--- config.mk ---
export PLATFORM = sky130hd
export DESIGN_NAME = seg7_scan_driver
export DESIGN_NICKNAME = d
export VERILOG_FILES = /design/src/rtl/seg7_pkg.sv /design/src/rtl/seg7_slot_timer.sv /design/src/rtl/seg7_scan_driver.sv
export SDC_FILE = /design/constraint.sdc
export NUM_CORES = 1
export LEC_CHECK = 0
export ABC_AREA = 1
export CAP_MARGIN = 20
export CORE_MARGIN = 2
export CORE_UTILIZATION = 45
export CTS_BUF_LIST = sky130_fd_sc_hd__clkbuf_4 sky130_fd_sc_hd__clkbuf_8
export DETAILED_ROUTE_END_ITERATION = 16
export HOLD_SLACK_MARGIN = 0.15
export PLACE_DENSITY = 0.72
export SYNTH_ARGS = -nofsm -noshare
export SYNTH_HDL_FRONTEND = slang
export SYNTH_SLANG_ARGS = --single-unit
--- constraint.sdc ---
create_clock -name clk -period 1.8 [get_ports clk]
set_clock_uncertainty 0.1 [all_clocks]
set_input_delay 0.36 -clock clk [delete_from_list [all_inputs] [get_ports clk]]
set_output_delay 0.36 -clock clk [all_outputs]
set_load 0.01 [all_outputs]
--- src/rtl/seg7_pkg.sv ---
// Shared seven-segment definitions: blanking constants, the digit word type
// and glyphs used by the pattern generators feeding the scan driver.
package seg7_pkg;

    // Active-low: all ones means every segment / digit is dark.
    localparam logic [6:0] SEG_OFF   = 7'h7F;
    localparam logic [3:0] DIGIT_OFF = 4'b1111;

    // One digit as carried on the data_N inputs: {dot, seg[6:0]}, active-low.
    typedef struct packed {
        logic       dot;
        logic [6:0] seg;
    } seg_word_t;

    localparam seg_word_t WORD_OFF = '{dot: 1'b1, seg: SEG_OFF};

    // Glyphs for the circle-sequence animator (seg order {g,f,e,d,c,b,a}).
    localparam logic [6:0] UP_CIRCLE   = 7'b0011100;
    localparam logic [6:0] DOWN_CIRCLE = 7'b0100011;

    // Hexadecimal digit glyphs, active-low, seg order {g,f,e,d,c,b,a}.
    function automatic logic [6:0] hex_glyph(input logic [3:0] value);
        logic [6:0] glyph;
        case (value)
            4'h0:    glyph = 7'h40;
            4'h1:    glyph = 7'h79;
            4'h2:    glyph = 7'h24;
            4'h3:    glyph = 7'h30;
            4'h4:    glyph = 7'h19;
            4'h5:    glyph = 7'h12;
            4'h6:    glyph = 7'h02;
            4'h7:    glyph = 7'h78;
            4'h8:    glyph = 7'h00;
            4'h9:    glyph = 7'h10;
            4'hA:    glyph = 7'h08;
            4'hB:    glyph = 7'h03;
            4'hC:    glyph = 7'h46;
            4'hD:    glyph = 7'h21;
            4'hE:    glyph = 7'h06;
            default: glyph = 7'h0E;
        endcase
        return glyph;
    endfunction

endpackage

--- src/rtl/seg7_slot_timer.sv ---
// Per-digit slot timer: modulo-SLOT_CYCLES counter, cleared while the scan is
// disabled, flagging the slot boundary (wrap cycle) and the blanking window.
module seg7_slot_timer #(
    parameter  int SLOT_CYCLES  = 10,
    parameter  int BLANK_CYCLES = 2,
    localparam int CNT_W        = $clog2(SLOT_CYCLES)
) (
    input  logic             clk,
    input  logic             rst,
    input  logic             en,
    output logic [CNT_W-1:0] slot_cnt,
    output logic             boundary,
    output logic             blank
);

    // A slot needs room for at least one lit cycle after the blanking window.
    generate
        if (SLOT_CYCLES < 2) begin : g_bad_slot
            $error("seg7_slot_timer: SLOT_CYCLES must be >= 2");
        end
        if (BLANK_CYCLES >= SLOT_CYCLES) begin : g_bad_blank
            $error("seg7_slot_timer: BLANK_CYCLES must be < SLOT_CYCLES");
        end
    endgenerate

    assign boundary = en && (slot_cnt == CNT_W'(SLOT_CYCLES - 1));
    assign blank    = (slot_cnt < CNT_W'(BLANK_CYCLES));

    // Slot counter: wraps at the boundary, held at zero while disabled.
    always_ff @(posedge clk or posedge rst) begin
        if (rst) begin
            slot_cnt <= '0;
        end else if (!en || boundary) begin
            slot_cnt <= '0;
        end else begin
            slot_cnt <= slot_cnt + CNT_W'(1);
        end
    end

endmodule

--- src/rtl/seg7_scan_driver.sv ---
// Four-digit seven-segment scan driver. Time-multiplexes four active-low digit
// words onto the shared segment bus with a blanking gap before each digit,
// latching each word at its slot boundary, and pulses frame_tick per frame.
module seg7_scan_driver
    import seg7_pkg::*;
#(
    parameter int FPGA_FREQ    = 50_000_000,
    parameter int REFRESH_HZ   = 1000,
    parameter int BLANK_CYCLES = 500
) (
    input  logic       clk,
    input  logic       rst,
    input  logic       en,
    input  logic [7:0] data_0,
    input  logic [7:0] data_1,
    input  logic [7:0] data_2,
    input  logic [7:0] data_3,
    output logic [3:0] LED_enables,
    output logic [6:0] LED_7SEG,
    output logic       LED_dot,
    output logic       frame_tick
);

    localparam int SLOT_CYCLES = FPGA_FREQ / (REFRESH_HZ * 4);
    localparam int CNT_W       = $clog2(SLOT_CYCLES);

    logic [CNT_W-1:0] slot_cnt;
    logic             boundary;
    logic             blank;
    logic [1:0]       idx;
    logic [1:0]       idx_next;
    seg_word_t        latch;
    seg_word_t        next_word;

    seg7_slot_timer #(
        .SLOT_CYCLES  (SLOT_CYCLES),
        .BLANK_CYCLES (BLANK_CYCLES)
    ) u_timer (
        .clk      (clk),
        .rst      (rst),
        .en       (en),
        .slot_cnt (slot_cnt),
        .boundary (boundary),
        .blank    (blank)
    );

    assign idx_next = idx + 2'd1;

    // Select the word of the digit whose slot starts at the next boundary.
    always_comb begin
        next_word = data_0;
        case (idx_next)
            2'd0:    next_word = data_0;
            2'd1:    next_word = data_1;
            2'd2:    next_word = data_2;
            default: next_word = data_3;
        endcase
    end

    // Digit index and word latch advance together at each slot boundary;
    // while disabled they park on digit 0 so re-enable starts a clean frame.
    always_ff @(posedge clk or posedge rst) begin
        if (rst) begin
            idx   <= 2'd0;
            latch <= WORD_OFF;
        end else if (!en) begin
            idx   <= 2'd0;
            latch <= data_0;
        end else if (boundary) begin
            idx   <= idx_next;
            latch <= next_word;
        end
    end

    // Registered pin drivers: dark during blanking or when disabled, otherwise
    // one enable low for the current digit. Because blanking sits at the start
    // of every slot, two enables can never be low together across idx changes.
    always_ff @(posedge clk or posedge rst) begin
        if (rst) begin
            LED_enables <= DIGIT_OFF;
            LED_7SEG    <= SEG_OFF;
            LED_dot     <= 1'b1;
            frame_tick  <= 1'b0;
        end else begin
            frame_tick <= boundary && (idx == 2'd3);
            if (!en || blank) begin
                LED_enables <= DIGIT_OFF;
                LED_7SEG    <= SEG_OFF;
                LED_dot     <= 1'b1;
            end else begin
                LED_enables <= ~(4'b0001 << idx);
                LED_7SEG    <= latch.seg;
                LED_dot     <= latch.dot;
            end
        end
    end

endmodule

==> results.md <==
- The top-area cell type share of the netlist area is 0.248.
- The chip height is 72.6 microns.
- Of the cells placed in the final design, the portion with a size suffix greater than 1 is 0.124.
- STA puts the critical path data arrival time at 1.70 ns.
- The weighted congestion at the end of routability-driven global placement is 0.848.
- The first-pass GRT wire length is 7.96 mm.
- The overall overflow remaining after global route is 0.
- The TritonCTS sink count is 37.
- The primary flip-flop cell chosen by synthesis mapping is sky130_fd_sc_hd__dfstp_2.
- The number of antenna diodes in the final layout is 0.
- The beginning of the critical path is u_timer.slot_cnt[0].
- In the synthesized netlist, the cells that appear most often are 115 x sky130_fd_sc_hd__nand2_1, 41 x sky130_fd_sc_hd__inv_1, 32 x sky130_fd_sc_hd__nor2_1.
- At the pin with the least slew margin, the transition time is 0.457 ns.
- The boundary pin count is 48.
- STA classifies the critical path endpoint as a flop.
- In this run the worst path has a maximum fanout of 23.
- The share of total power dissipated in combinational logic is 0.101.
- Of the total power, the share spent switching nets is 0.211.
- The clock-pin transition on the worst setup and hold timing paths is 0.08 ns.
- Entering global routing, the biggest net connects 38 pins.
- From left edge to right edge, the die measures 72.6 microns.
- Dividing the final minimum period by the clock period gives 0.904.
- The half-perimeter wire length of the detailed placement result is 3.40 mm.
- The area overhead of the layout relative to synthesis is 32.5%.
- Setup repair after global routing left no endpoint under its margin.
- VDD sags by at most 0.000405 V.
- When the netlist entered floorplanning its net count stood at 338.
- In this run the power density over the cells is 694 nW/um^2.
- The share of total power dissipated in the clock network is 0.443.
- The worst min-delay path class is input pin to asynchronous set/reset pin.
- The initial antenna violation count is 0.
- The class of the most critical setup path is flop to flop.
- The fmax is about 610 MHz.
- The critical path startpoint category is a flop.
- The die area is 5270 sq um.
- The via count of the first global-routing pass came to 1760.
- The tool flagged a number of max-cap violations equal to 0.
- The flow ran to the end, and the final reports show no timing, DRC or antenna violations.
- The number of buffers added by the clock tree synthesis step is 5.
- The routed wire length is ~4.7 mm.
- After detailed routing, the average wire length per cell comes to 11.9 microns.
- The average cell area after synthesis is 7.13 sq um.
- In this run, synthesis produced a sequential element count of 37.
- Row generation in the floorplan step produced 24 rows.
- The worst max-slew margin expressed relative to the limit is 0.696.
- In this run the standard cell core region covers 4440 sq um.
- The final cell utilization of the core is 0.632.
- The final number of max-transition violations was 0.
- Yosys attributes the largest share of cell area to sky130_fd_sc_hd__dfstp_2 25%, sky130_fd_sc_hd__nand2_1 20%, sky130_fd_sc_hd__dfrtp_1 20%.
- The initial utilization of the core area, before any placement, comes to 0.477.
- The post-CTS setup repair buffer count is 0.
- The synthesized design spends more area on one cell type than any other, namely sky130_fd_sc_hd__dfstp_2.
- The cell sitting at the root of the clock tree is a sky130_fd_sc_hd__clkbuf_8.
- The internal power of the cells totals 0.00154 W.
- The sequential-to-total area share from yosys stat is 0.449.
- The count of endpoints failing hold in the final timing report is 0.
- The share of total power dissipated in sequential elements is 0.456.
- For this run, the total global-route usage over all layers was measured as 0.196.
- The non-filler instance count after layout is 400.
- In the routed layout, each cell is associated on average with a via count of roughly 4.8.
- The analysis attributes to net switching a power of around 0.00041 W.
- The required time of the worst setup path is 1.87 ns.
- The share of synthesized flip-flops with an asynchronous set or reset is 1.00.
- The post-route DRC violation count is 0.
- The worst hold slack across all endpoints is 0.313 ns.
- By instance count, the leading cell after synthesis is sky130_fd_sc_hd__nand2_1.
- The setup-violating endpoint count in the final report is 0.
- Synthesis produced a netlist whose cell count is 297.
- The violation count after the first detailed-routing iteration is 158.
- The netlist area before placement is 2120 sq um.
- The number of nets with antenna violations after detailed routing is 0.
- The total vias in the final route is 1908.
- For the finished layout, the period the worst path requires is 1.63 ns.
- The count of input and output buffers is 47.
- Adding up every negative setup slack in the final design gives 0 ns.
- In this run the number of H-tree levels came out at 2.
- The clock latency on the worst-skew pair is between 0.2 and 0.3 ns.
- The leakage dissipation is approximately 1.3 nW.
- The CTS tree is built.
- The final layout contains 388 nets.
- In this run the critical register-to-register path is launched from u_timer.slot_cnt[0].
- The filler cells instantiated in the layout total 393.
- The cell count after placement is 392.
- The total number of yosys warnings is 0.
- The first detailed-routing pass took 4 iterations.
- The clock passes through at most 2 buffers.
- The number of enable-type register cells in the synthesized netlist is 0.
- The count of different cell masters after synthesis is 24.
## repair_timing
action,CTS,global route
gates resized for setup,9,5
hold buffers,0,0
setup endpoints to repair,9,12
## through the flow
stage	cell area [sq um]	setup WS (ns)	total power (W)
floorplan	2120	0.296	0.000987
global placement	2670	0.142	0.00110
detailed placement	2670	0.144	0.00110
CTS	2800	0.000869	0.00197
global route	2810	0.0280	0.00203
finish	2810	0.172	0.00195
## critical path: stages (launching register included)
cell,delay (ns)
sky130_fd_sc_hd__dfrtp_1,0.43
sky130_fd_sc_hd__ha_2,0.26
sky130_fd_sc_hd__nand3_1,0.10
sky130_fd_sc_hd__nor2_2,0.21
sky130_fd_sc_hd__nand2_4,0.08
sky130_fd_sc_hd__nand2_4,0.21
sky130_fd_sc_hd__o21ai_0,0.11
## power groups by stage
| stage | Sequential (W) | Combinational (W) | Clock (W) |
|---|---|---|---|
| after floorplan | 0.000896 | 0.0000908 | 0 |
| after global placement | 0.000901 | 0.000194 | 0 |
| after detailed placement | 0.000901 | 0.000197 | 0 |
| after CTS | 0.000887 | 0.000199 | 0.000879 |
| after global routing | 0.000891 | 0.000221 | 0.000914 |
| final | 0.000888 | 0.000197 | 0.000863 |
## flip-flops by register name (all words and copies together), names as in the netlist
register / count
LED_7SEG: 7
frame_tick: 1
u_timer.slot_cnt: 14
LED_enables: 4
idx: 2
LED_dot: 1
latch: 8
## area by class of cell
type	instances	area, sq um	share of cell area
Clock inverter	3	68.8	0.0245
Sequential cell	37	951	0.339
Inverter	42	158	0.0561
Tap cell	52	65.1	0.0232
Clock buffer	5	68.8	0.0245
Timing Repair Buffer	53	537	0.191
Multi-Input combinational cell	208	960	0.342
## path summary, 6_finish.rpt
path | end | cells after the start | slack [ns]
worst min register to register | LED_7SEG[3] | 2 | 0.36
worst max-delay path | idx[1] | 6 | 0.17
min in group clk | LED_7SEG[3] | 2 | 0.36
worst min-delay path | u_timer.slot_cnt[0] | 3 | 0.31
worst max register to register | idx[1] | 6 | 0.17
max in group asynchronous | LED_7SEG[6] | 3 | 1.04
## placed cells by master (no fill, tap or decap), types with 2 or more instances in the layout
master                              n
sky130_fd_sc_hd__nand2_1          115
sky130_fd_sc_hd__inv_1             41
sky130_fd_sc_hd__clkdlybuf4s50_1   35
sky130_fd_sc_hd__nor2_1            32
sky130_fd_sc_hd__nand3_1           23
sky130_fd_sc_hd__dfstp_2           20
sky130_fd_sc_hd__dfrtp_1           17
sky130_fd_sc_hd__dlygate4sd2_1      9
sky130_fd_sc_hd__a21oi_1            8
sky130_fd_sc_hd__clkbuf_8           5
sky130_fd_sc_hd__o21ai_0            4
sky130_fd_sc_hd__nand4_1            4
sky130_fd_sc_hd__ha_1               4
sky130_fd_sc_hd__buf_4              4
sky130_fd_sc_hd__o21bai_1           3
sky130_fd_sc_hd__xor2_1             3
sky130_fd_sc_hd__nor3_1             3
sky130_fd_sc_hd__dlymetal6s2s_1     3
sky130_fd_sc_hd__nor2_2             2
sky130_fd_sc_hd__nand2_4            2
sky130_fd_sc_hd__ha_2               2
sky130_fd_sc_hd__bufinv_16          2
sky130_fd_sc_hd__buf_12             2
## kinds of logic after synthesis
family,count (synthesis),share of synthesized area
simple gates,183,0.360
flops,37,0.449
compound gates,16,0.0431
buf+inv,52,0.100
xor+xnor,3,0.0124
fa+ha+maj,6,0.0354
## metal layers
layer | vias up | GRT usage | wire (microns)
met2 | 70 | 0.296 | 2130
met4 | 0 | 0.0638 | 48
met1 | 834 | 0.280 | 2290
li1 | 999 | - | -
met5 | - | 0 | 0
met3 | 5 | 0.0428 | 279
No activity file was read; power rests on OpenSTA's default activity.
